### config.mk
export PLATFORM = sky130hd
export DESIGN_NAME = sha256_hash_engine
export DESIGN_NICKNAME = d
export VERILOG_FILES = /design/src/rtl/sha256_hash_engine_pkg.sv /design/src/rtl/sha256_hash_engine_round.sv /design/src/rtl/sha256_hash_engine.sv
export SDC_FILE = /design/constraint.sdc
export NUM_CORES = 2
export LEC_CHECK = 0
export ABC_AREA = 1
export BUFFER_PORTS_ARGS = -buffer_cell sky130_fd_sc_hd__clkbuf_2
export CORE_UTILIZATION = 60
export DETAILED_ROUTE_END_ITERATION = 16
export GPL_ROUTABILITY_DRIVEN = 0
export PLACE_DENSITY_LB_ADDON = 0.3
export SLEW_MARGIN = 25
export SYNTH_ARGS = -nofsm -noshare
export SYNTH_HDL_FRONTEND = slang
export SYNTH_SLANG_ARGS = --single-unit
### constraint.sdc
create_clock -name clk -period 100.6 [get_ports clk]
set_input_delay 20.12 -clock clk [delete_from_list [all_inputs] [get_ports clk]]
set_output_delay 20.12 -clock clk [all_outputs]
set_load 0.05 [all_outputs]
### src/rtl/sha256_hash_engine_pkg.sv
// ---------------------------------------------------------------------------
// sha256_pkg
// Shared definitions for the single-block SHA-256 engine: memory geometry,
// FSM state codes, the working-variable and message-block types, the SHA-256
// bit-mixing functions, and the initial padded-block builder.
//
// Build option: define MSG_SCHEDULE_OUT_EN to widen the output memory to
// 16 words and append the padded message block after the digest.
// ---------------------------------------------------------------------------
package sha256_pkg;

    localparam int MAX_MESSAGE_LENGTH = 55;
    localparam int NUMBER_OF_Ks       = 64;
    localparam int NUMBER_OF_Hs       = 8;
    localparam int SYMBOL_WIDTH       = 8;
`ifdef MSG_SCHEDULE_OUT_EN
    localparam int OUTPUT_LENGTH      = 16;
    localparam int WRITE_WORDS        = NUMBER_OF_Hs + 16;
`else
    localparam int OUTPUT_LENGTH      = 8;
    localparam int WRITE_WORDS        = NUMBER_OF_Hs;
`endif

    localparam int MSG_ADDR_W = 6;
    localparam int K_ADDR_W   = 6;
    localparam int H_ADDR_W   = 3;
    localparam int LEN_W      = 7;
    localparam int DOM_ADDR_W = $clog2(OUTPUT_LENGTH);

    localparam logic [2:0] ST_IDLE     = 3'd0;
    localparam logic [2:0] ST_LOAD_H   = 3'd1;
    localparam logic [2:0] ST_LOAD_MSG = 3'd2;
    localparam logic [2:0] ST_ROUNDS   = 3'd3;
    localparam logic [2:0] ST_WRITE    = 3'd4;
    localparam logic [2:0] ST_DONE     = 3'd5;

    // Index 0 is 'a' (or H0), index 7 is 'h' (or H7).
    typedef logic [NUMBER_OF_Hs-1:0][31:0] hash_t;
    // Index 0 is W[0], the first big-endian word of the block.
    typedef logic [15:0][31:0] block_t;

    function automatic logic [31:0] big_sigma0(input logic [31:0] x);
        return {x[1:0], x[31:2]} ^ {x[12:0], x[31:13]} ^ {x[21:0], x[31:22]};
    endfunction

    function automatic logic [31:0] big_sigma1(input logic [31:0] x);
        return {x[5:0], x[31:6]} ^ {x[10:0], x[31:11]} ^ {x[24:0], x[31:25]};
    endfunction

    function automatic logic [31:0] small_sigma0(input logic [31:0] x);
        return {x[6:0], x[31:7]} ^ {x[17:0], x[31:18]} ^ {3'b000, x[31:3]};
    endfunction

    function automatic logic [31:0] small_sigma1(input logic [31:0] x);
        return {x[16:0], x[31:17]} ^ {x[18:0], x[31:19]} ^ {10'd0, x[31:10]};
    endfunction

    function automatic logic [31:0] ch(input logic [31:0] x, y, z);
        return (x & y) ^ (~x & z);
    endfunction

    function automatic logic [31:0] maj(input logic [31:0] x, y, z);
        return (x & y) ^ (x & z) ^ (y & z);
    endfunction

    // Block with only padding in place: 0x80 at byte 'len', zeros elsewhere,
    // bit length in the last word. Message bytes are overlaid afterwards.
    // len never exceeds 55, so the upper length word is always zero.
    function automatic block_t pad_block(input logic [LEN_W-1:0] len);
        block_t b;
        b = '0;
        b[len[5:2]][{~len[1:0], 3'b000} +: 8] = 8'h80;
        b[15] = 32'(len) << 3;
        return b;
    endfunction

endpackage

### src/rtl/sha256_hash_engine_round.sv
// ---------------------------------------------------------------------------
// sha256_round
// Combinational SHA-256 compression round: (a..h, K[t], W[t]) -> next a..h.
// Ports:
//   cur  in  hash_t  working variables a..h (index 0 = a)
//   k_in in  32      round constant K[t]
//   w_in in  32      schedule word W[t]
//   nxt  out hash_t  working variables after the round
// ---------------------------------------------------------------------------
module sha256_round
    import sha256_pkg::*;
(
    input  hash_t       cur,
    input  logic [31:0] k_in,
    input  logic [31:0] w_in,
    output hash_t       nxt
);

    logic [31:0] t1;
    logic [31:0] t2;

    always_comb begin
        t1 = cur[7] + big_sigma1(cur[4]) + ch(cur[4], cur[5], cur[6]) + k_in + w_in;
        t2 = big_sigma0(cur[0]) + maj(cur[0], cur[1], cur[2]);
        nxt    = {cur[6:0], 32'd0};
        nxt[0] = t1 + t2;
        nxt[4] = cur[3] + t1;
    end

endmodule

### src/rtl/sha256_hash_engine.sv
// ---------------------------------------------------------------------------
// sha256_hash_engine
// Single-block SHA-256 accelerator behind four single-port synchronous SRAMs
// (1-cycle read latency). A go pulse in IDLE/DONE starts: load H, load and
// pad the message, 64 rounds, write the digest, then raise finish.
// Ports:
//   clk, reset (async, active high)
//   xxx__dut__go, xxx__dut__msg_length  start request and byte length
//   dut__xxx__finish                    high in DONE until the next go
//   dut__msg__*/msg__dut__data          message byte SRAM (read only)
//   dut__kmem__*/kmem__dut__data        round constant SRAM (read only)
//   dut__hmem__*/hmem__dut__data        initial hash SRAM (read only)
//   dut__dom__*                         digest output SRAM (write only)
// Build option: MSG_SCHEDULE_OUT_EN also writes the padded block W[0..15]
// at output addresses 0..15 after the digest.
// ---------------------------------------------------------------------------
module sha256_hash_engine
    import sha256_pkg::*;
(
    input  logic                    clk,
    input  logic                    reset,
    input  logic                    xxx__dut__go,
    input  logic [LEN_W-1:0]        xxx__dut__msg_length,
    output logic                    dut__xxx__finish,
    output logic [MSG_ADDR_W-1:0]   dut__msg__address,
    output logic                    dut__msg__enable,
    output logic                    dut__msg__write,
    input  logic [SYMBOL_WIDTH-1:0] msg__dut__data,
    output logic [K_ADDR_W-1:0]     dut__kmem__address,
    output logic                    dut__kmem__enable,
    output logic                    dut__kmem__write,
    input  logic [31:0]             kmem__dut__data,
    output logic [H_ADDR_W-1:0]     dut__hmem__address,
    output logic                    dut__hmem__enable,
    output logic                    dut__hmem__write,
    input  logic [31:0]             hmem__dut__data,
    output logic [DOM_ADDR_W-1:0]   dut__dom__address,
    output logic [31:0]             dut__dom__data,
    output logic                    dut__dom__enable,
    output logic                    dut__dom__write
);

    localparam logic [6:0] ROUND_LAST = 7'(NUMBER_OF_Ks - 1);
    localparam logic [6:0] WRITE_LAST = 7'(WRITE_WORDS - 1);
    localparam logic [6:0] H_LAST     = 7'(NUMBER_OF_Hs);

    logic [2:0]       state_q, state_d;
    logic [6:0]       cnt_q, cnt_d;
    logic [LEN_W-1:0] len_q, len_d;
    hash_t            h_init_q, h_init_d;
    hash_t            work_q, work_d;
    hash_t            round_nxt;
    block_t           w_q, w_d;
`ifdef MSG_SCHEDULE_OUT_EN
    block_t           blk_q, blk_d;
`endif

    logic [31:0]      w_new;
    logic [2:0]       h_idx;
    logic [5:0]       b_idx;
    logic [LEN_W-1:0] len_clamped;

    sha256_round u_round (
        .cur  (work_q),
        .k_in (kmem__dut__data),
        .w_in (w_q[0]),
        .nxt  (round_nxt)
    );

    // The window always holds W[t..t+15]; this is W[t+16].
    assign w_new = small_sigma1(w_q[14]) + w_q[9] + small_sigma0(w_q[1]) + w_q[0];

    // Read data lags the counter by one cycle.
    assign h_idx = cnt_q[2:0] - 3'd1;
    assign b_idx = cnt_q[5:0] - 6'd1;

    assign len_clamped = (xxx__dut__msg_length > 7'(MAX_MESSAGE_LENGTH))
                       ? 7'(MAX_MESSAGE_LENGTH) : xxx__dut__msg_length;

    // NOTE: every signal assigned in an always_comb gets a default first, so
    // no path leaves it unassigned and no latch is inferred.
    always_comb begin
        state_d  = state_q;
        cnt_d    = cnt_q;
        len_d    = len_q;
        h_init_d = h_init_q;
        work_d   = work_q;
        w_d      = w_q;
`ifdef MSG_SCHEDULE_OUT_EN
        blk_d    = blk_q;
`endif
        case (state_q)
            ST_IDLE, ST_DONE: begin
                if (xxx__dut__go) begin
                    len_d   = len_clamped;
                    w_d     = pad_block(len_clamped);
                    cnt_d   = '0;
                    state_d = ST_LOAD_H;
                end
            end
            ST_LOAD_H: begin
                if (cnt_q != '0) begin
                    h_init_d[h_idx] = hmem__dut__data;
                    work_d[h_idx]   = hmem__dut__data;
                end
                if (cnt_q == H_LAST) begin
                    cnt_d   = '0;
                    state_d = ST_LOAD_MSG;
                end else begin
                    cnt_d = cnt_q + 7'd1;
                end
            end
            ST_LOAD_MSG: begin
                if (cnt_q != '0) begin
                    w_d[b_idx[5:2]][{~b_idx[1:0], 3'b000} +: 8] = msg__dut__data;
                end
                if (cnt_q == len_q) begin
`ifdef MSG_SCHEDULE_OUT_EN
                    blk_d = w_d;
`endif
                    cnt_d   = '0;
                    state_d = ST_ROUNDS;
                end else begin
                    cnt_d = cnt_q + 7'd1;
                end
            end
            ST_ROUNDS: begin
                work_d = round_nxt;
                w_d    = {w_new, w_q[15:1]};
                if (cnt_q == ROUND_LAST) begin
                    cnt_d   = '0;
                    state_d = ST_WRITE;
                end else begin
                    cnt_d = cnt_q + 7'd1;
                end
            end
            ST_WRITE: begin
                if (cnt_q == WRITE_LAST) begin
                    cnt_d   = '0;
                    state_d = ST_DONE;
                end else begin
                    cnt_d = cnt_q + 7'd1;
                end
            end
            default: state_d = ST_IDLE;
        endcase
    end

    // Memory strobes are decoded from state and counter, so an asynchronous
    // reset silences them in the same instant it clears the state.
    always_comb begin
        dut__xxx__finish   = (state_q == ST_DONE);
        dut__msg__address  = '0;
        dut__msg__enable   = 1'b0;
        dut__msg__write    = 1'b0;
        dut__kmem__address = '0;
        dut__kmem__enable  = 1'b0;
        dut__kmem__write   = 1'b0;
        dut__hmem__address = '0;
        dut__hmem__enable  = 1'b0;
        dut__hmem__write   = 1'b0;
        dut__dom__address  = '0;
        dut__dom__data     = '0;
        dut__dom__enable   = 1'b0;
        dut__dom__write    = 1'b0;
        case (state_q)
            ST_LOAD_H: begin
                if (cnt_q < H_LAST) begin
                    dut__hmem__enable  = 1'b1;
                    dut__hmem__address = cnt_q[2:0];
                end
            end
            ST_LOAD_MSG: begin
                if (cnt_q < len_q) begin
                    dut__msg__enable  = 1'b1;
                    dut__msg__address = cnt_q[5:0];
                end else begin
                    // Prefetch K[0] so it is on the bus for the first round.
                    dut__kmem__enable = 1'b1;
                end
            end
            ST_ROUNDS: begin
                if (cnt_q != ROUND_LAST) begin
                    dut__kmem__enable  = 1'b1;
                    dut__kmem__address = cnt_q[5:0] + 6'd1;
                end
            end
            ST_WRITE: begin
                dut__dom__enable = 1'b1;
                dut__dom__write  = 1'b1;
`ifdef MSG_SCHEDULE_OUT_EN
                if (cnt_q < 7'(NUMBER_OF_Hs)) begin
                    dut__dom__address = DOM_ADDR_W'(cnt_q);
                    dut__dom__data    = h_init_q[cnt_q[2:0]] + work_q[cnt_q[2:0]];
                end else begin
                    dut__dom__address = DOM_ADDR_W'(cnt_q - 7'(NUMBER_OF_Hs));
                    dut__dom__data    = blk_q[dut__dom__address];
                end
`else
                dut__dom__address = cnt_q[2:0];
                dut__dom__data    = h_init_q[cnt_q[2:0]] + work_q[cnt_q[2:0]];
`endif
            end
            default: ;
        endcase
    end

    // NOTE: sequential state uses non-blocking assignments only, so every
    // flop samples the pre-edge value of every other flop.
    always_ff @(posedge clk or posedge reset) begin
        if (reset) begin
            state_q  <= ST_IDLE;
            cnt_q    <= '0;
            len_q    <= '0;
            // NOTE: the H, working-variable and block registers are reset too;
            // they are flops rather than an SRAM, and a known value after
            // reset keeps an aborted run from leaking into the next one.
            h_init_q <= '0;
            work_q   <= '0;
            w_q      <= '0;
`ifdef MSG_SCHEDULE_OUT_EN
            blk_q    <= '0;
`endif
        end else begin
            state_q  <= state_d;
            cnt_q    <= cnt_d;
            len_q    <= len_d;
            h_init_q <= h_init_d;
            work_q   <= work_d;
            w_q      <= w_d;
`ifdef MSG_SCHEDULE_OUT_EN
            blk_q    <= blk_d;
`endif
        end
    end

endmodule

## Word level (Yosys, flattened, before mapping)

Index checks and enable logic that the tools add are counted.

- Add/sub/neg operators: 17
- $lt $le $gt $ge: 10
- Equal/unequal tests: 17
- Shift operators: 4
- Multiplexer cells: 47
- Bitwise logic cells: 20
- Reduce and logical (&&, ||, !) cells: 15

Operator list:

| cell | count |
|---|---|
| case mux 512 bit (3 select lines) | 1 |
| two-way mux 512 bit | 2 |
| bitwise mux 256 bit | 2 |
| bitwise mux 512 bit | 1 |
| case mux 256 bit (2 select lines) | 1 |
| bitwise AND 480 bit | 1 |
| adder 32 bit | 11 |
| bitwise XOR 32 bit | 9 |
| demux 32 bit (select 4 bit) | 2 |
| two-way mux 256 bit | 1 |
| binary-select mux 32 bit (select 3 bit) | 2 |
| two-way mux 32 bit | 6 |
| bitwise AND 32 bit | 5 |
| demux 32 bit (select 3 bit) | 1 |
| variable shift 8 x 7 -> 32 bit, first input constant | 2 |
| two-way mux 7 bit | 6 |
| case mux 7 bit (5 select lines) | 1 |
| inverter 32 bit | 1 |
| variable part select 8 x 7 -> 32 bit | 1 |
| variable part select 8 x 7 -> 32 bit, first input constant | 1 |
| bitwise XOR 32 x 22 -> 32 bit | 1 |
| bitwise XOR 32 x 29 -> 32 bit | 1 |
| two-way mux 3 bit | 8 |
| two-way mux 6 bit | 4 |
| other kinds (35) | 59 |

- Register bits after elaboration: 1041
- Bits of input ports: 82
- Output and inout bits: 59
- Word-level logic and storage cells: 165

## Longest topological paths before layout

- Depth after elaboration: 10
- Depth in mapped cells: 32
- Mapped depth without buffers: 32

## Hierarchy

From an unflattened synthesis, not the netlist that was laid out.

- Cells, all modules: 11266
- Area, all modules: 77200.3 sq um

Modules (own cells, without submodules):

| module | times used | cells each | area an instance (sq um) | seq. area each (sq um) |
|---|---|---|---|---|
| sha256_hash_engine | 1 | 9485 | 64861.0 | 26050.0 |
| sha256_round | 1 | 1781 | 12339.3 | 0.0 |

## Least setup slack after synthesis

No wires, ideal clock.

- Path kind: input -> register
- Start point: input port kmem__dut__data[1]
- End point: register work_q[28] (netlist bit)
- Setup time: 124 ps
- Arrival: 25187 ps
- Data required time: 100476 ps
- Slack: 75289 ps
- Stages: 27
- Path buffers: 0
- Cells stage by stage: inv_1 fa_1 fa_1 inv_1 fa_1 ha_1 fa_1 nand2_1 nand3_1 a21oi_1 o21ai_0 a21oi_1 o21ai_0 xor2_1 inv_1 fa_1 inv_1 ha_1 nand2_1 nand2_1 a31oi_1 o21ai_0 a21oi_1 nand2_1 xor2_1 nand2_1 a21oi_1

- Longest elaborated chain between the ends: 4

RTL lines:

| what | line | source |
|---|---|---|
| start, declared | sha256_hash_engine.sv:32 | `input logic [31:0] kmem__dut__data,` |
| adder 32 bit (2 in a row) | sha256_hash_engine_round.sv:23 | `t1 = cur[7] + big_sigma1(cur[4]) + ch(cur[4], cur[5], cur[6]) + k_in + w_in;` |
| adder 32 bit | sha256_hash_engine_round.sv:26 | `nxt[0] = t1 + t2;` |
| case mux 256 bit (2 select lines) | sha256_hash_engine.sv:92 | `case (state_q)` |
| end signal, assigned | sha256_hash_engine.sv:229 | `work_q <= work_d;` |
| end, declared | sha256_hash_engine.sv:51 | `hash_t work_q, work_d;` |

No other way between the ends.
A chain may end at the register's enable or synchronous reset.

## Worst setup path in the final report

- Start point: register cnt_q[1]
- End point: output port dut__dom__data[13]

- Longest elaborated chain between the ends: 4
- Elaborated cells on any way between the ends: 6
- Classes of those cells: 1 x add/sub; 5 x mux

RTL lines:

| what | line | source |
|---|---|---|
| start, declared | sha256_hash_engine.sv:48 | `logic [6:0] cnt_q, cnt_d;` |
| start signal, assigned | sha256_hash_engine.sv:226 | `cnt_q <= cnt_d;` |
| binary-select mux 32 bit (select 3 bit) | sha256_hash_engine.sv:201 | `dut__dom__data = h_init_q[cnt_q[2:0]] + work_q[cnt_q[2:0]];` |
| two-way mux 32 bit (implied by the code) | sha256_hash_engine.sv:201 |  |
| adder 32 bit (*) | sha256_hash_engine.sv:201 |  |
| two-way mux 32 bit (*) | sha256_hash_engine.sv:166 | `case (state_q)` |
| end, declared | sha256_hash_engine.sv:38 | `output logic [31:0] dut__dom__data,` |

Every way passes the cells marked *; elsewhere a longest branch is shown, timed or not. The select of a mux whose other input is x is not followed.

==> reports/results.ini <==
[placement]
portBuffers=137
hpwl_um=184500

[run_status]
status=complete, no violations

[logic_synthesis]
yosys-top-cells-count=2,228 x nand2_1, 1,650 x o21ai_0, 1,355 x inv_1, 1,041 x dfrtp_1, 593 x a21oi_1
ys_types=53
synth.ff_latch_count=1041
synth_edf_count=0
yosysMostFrequentCell=nand2_1
ys_warn_count=0
synth_top_cell_area_share=0.3617
syn_area_sq_um=72010
synth_area_leaders=dfrtp_1 36%, nand2_1 12%, o21ai_0 11%
syn_avg_cell_area_sq_um=7.288
syn_inst=9881
ys_seq_area_frac=0.3617
ys_async_sr_fraction=1.000
yosys.area.top_type=dfrtp_1
ys.flop_type=dfrtp_1

[worst_setup_path]
cp.arrival_ns=7.19
cp-start-kind=flop
critPathCaptureType=output pin
cp_max_fo=59
crit_slowest_cell=a21oi_1
cp.required_ns=80.48
cp_common_cell=nand2_1
crit_type=reg -> out
crit_chain=inv_6 > buf_4 > a21oi_1 > a221oi_1 > a31oi_1 > ha_1 > nand2_1 > nor4_1 > nand2_1 > nand2_1 > o21ai_0 > a21oi_1 > clkbuf_2
max_stage_delay_ns=0.88

[die]
core_area_sq_um=118600
dieHeight_um=348.4
io_pins=141
rows=126
initial_core_util=0.6074
die-area_sq_um=121400
die_width_um=348.4

[routing]
drtAntennaViolNets=0
wl_um=270200
num_vias=72310
wl_per_cell_um=24.02
drc=0
dr.pass1.iters=13
vias_per_cell=6.427
dr.first_iter.drc_count=10980

[job]
cap_viol_max_count=0

[sta]
period_share=0.2715
rsz0062_at_grt=no
fmaxAchievable_mhz=36.62
worstMarginPinSlew_ns=1.166
fin_setup_tns_ns=0
slew_headroom=0.2224
fin_crit_ns=27.31
hold_viol=0
drv_slew=0
skew_ns=0.02752
setup_viol=0

[clocking]
clk_pin_slew_ns=0.06
cts_buffers=113
cts_max_level=3
cts-root-buf=clkbuf_16
cts_setup_buffers=0
clock_latency_ns=0.74
numClockSinks=1041
cts-resized-gates=0
ctsHoldBuffers=0
cts_tree=yes
cts_buffer_depth=3

[layout]
seqCellArea_sq_um=26060
layout-drive-gt1-share=0.05370
multi_input_area_sq_um=38160
fin_util=0.6476
area_delta_synth_final_pct=6.623
fillers=10260
fin_nets=9998

[global_route]
grt_max_degree=199
gr-usage-all-layers=0.4390
grt.overflow.total=0
antenna_found_initial=8
grt_pass1_wl_um=407000
grt_pass1_vias=67720

[min_path]
hp-class=reg -> reg

[cells in the final DEF (no fill, tap or decap), types with 21 or more instances in the layout]
cell and instances:
a21o_1 23, a21oi_1 593, a221oi_1 25, a22oi_1 44
a31oi_1 102, buf_4 69, clkbuf_1 21, clkbuf_16 116
clkbuf_2 137, clkbuf_8 30, dfrtp_1 1039, fa_1 188
ha_1 168, inv_1 1345, inv_2 31, nand2_1 2226
nand3_1 174, nand4_1 37, nor2_1 379, nor2_2 27
nor3_1 30, o211ai_1 200, o21ai_0 1649, o21ai_1 54
o221ai_1 70, o22ai_1 366, xnor2_1 147, xor2_1 162
[routing by layer]
layer,vias up,share of wire,GRT usage
met5,-,0.00034,0.0004002
met1,33760,0.34,0.5312
met3,1409,0.13,0.1336
met4,12,0.10,0.3576
met2,5160,0.42,0.6470
li1,31970,-,-
[critical path: cells and delay by family, from the launching register on]
| kind | cells | cell delay, ns |
|---|---|---|
| simple gates | 4 | 1.41 |
| compound gates | 5 | 2.05 |
| fa+ha+maj | 1 | 0.44 |
| buf+inv | 3 | 1.70 |
| flops | 1 | 0.72 |
[kinds of logic (layout without fill, tap and decap cells)]
| group | Yosys count | after routing | share of synthesized area |
|---|---|---|---|
| xor+xnor | 312 | 312 | 0.03826 |
| buf+inv | 2045 | 1809 | 0.1096 |
| compound gates | 3180 | 3180 | 0.2455 |
| other cells | 1 | 7 | 0.00005207 |
| flops | 1041 | 1041 | 0.3617 |
| simple gates | 2946 | 2946 | 0.1634 |
| fa+ha+maj | 356 | 356 | 0.08145 |
[cell type report]
type / instances / area share
Antenna cell: 4 / 0.0001304
Sequential cell: 1041 / 0.3394
Clock buffer: 167 / 0.04421
Clock inverter: 35 / 0.006453
Timing Repair Buffer: 218 / 0.01833
Tap cell: 1600 / 0.02607
Multi-Input combinational cell: 6797 / 0.4969
Inverter: 1389 / 0.06849
[metrics by stage]
step | std cells | instance area (sq um) | setup slack, ns | hold WS [ns]
detailed placement | 11040 | 72820 | 74.20 | 0.4530
global route | 11250 | 76770 | 73.31 | 0.4748
CTS | 11250 | 76710 | 74.03 | 0.4676
global placement | 11040 | 72820 | 74.33 | 0.4478
floorplan | 9883 | 72020 | 51.18 | 0.4366
finish | 11250 | 76780 | 73.29 | 0.4635
[flip-flops by register name (all words and copies together), names as in the netlist]
register	cells
w_q	512
work_q	256
len_q	7
h_init_q	256
state_q	3
cnt_q	7
[worst paths after layout]
kind,to,startpoint,slack [ns],depth (start not counted)
max reg2reg,work_q[232],cnt_q[0],93.57,13
min,h_init_q[11],h_init_q[11],0.46,2
max,dut__dom__data[13],cnt_q[1],73.29,13
min in group asynchronous,w_q[235],reset,19.49,2
min reg2reg,h_init_q[11],h_init_q[11],0.46,2
max in group asynchronous,work_q[52],reset,78.07,6
Power is not shown: default switching activity piles up to over one toggle a cycle in this logic, so the estimate is an artifact.
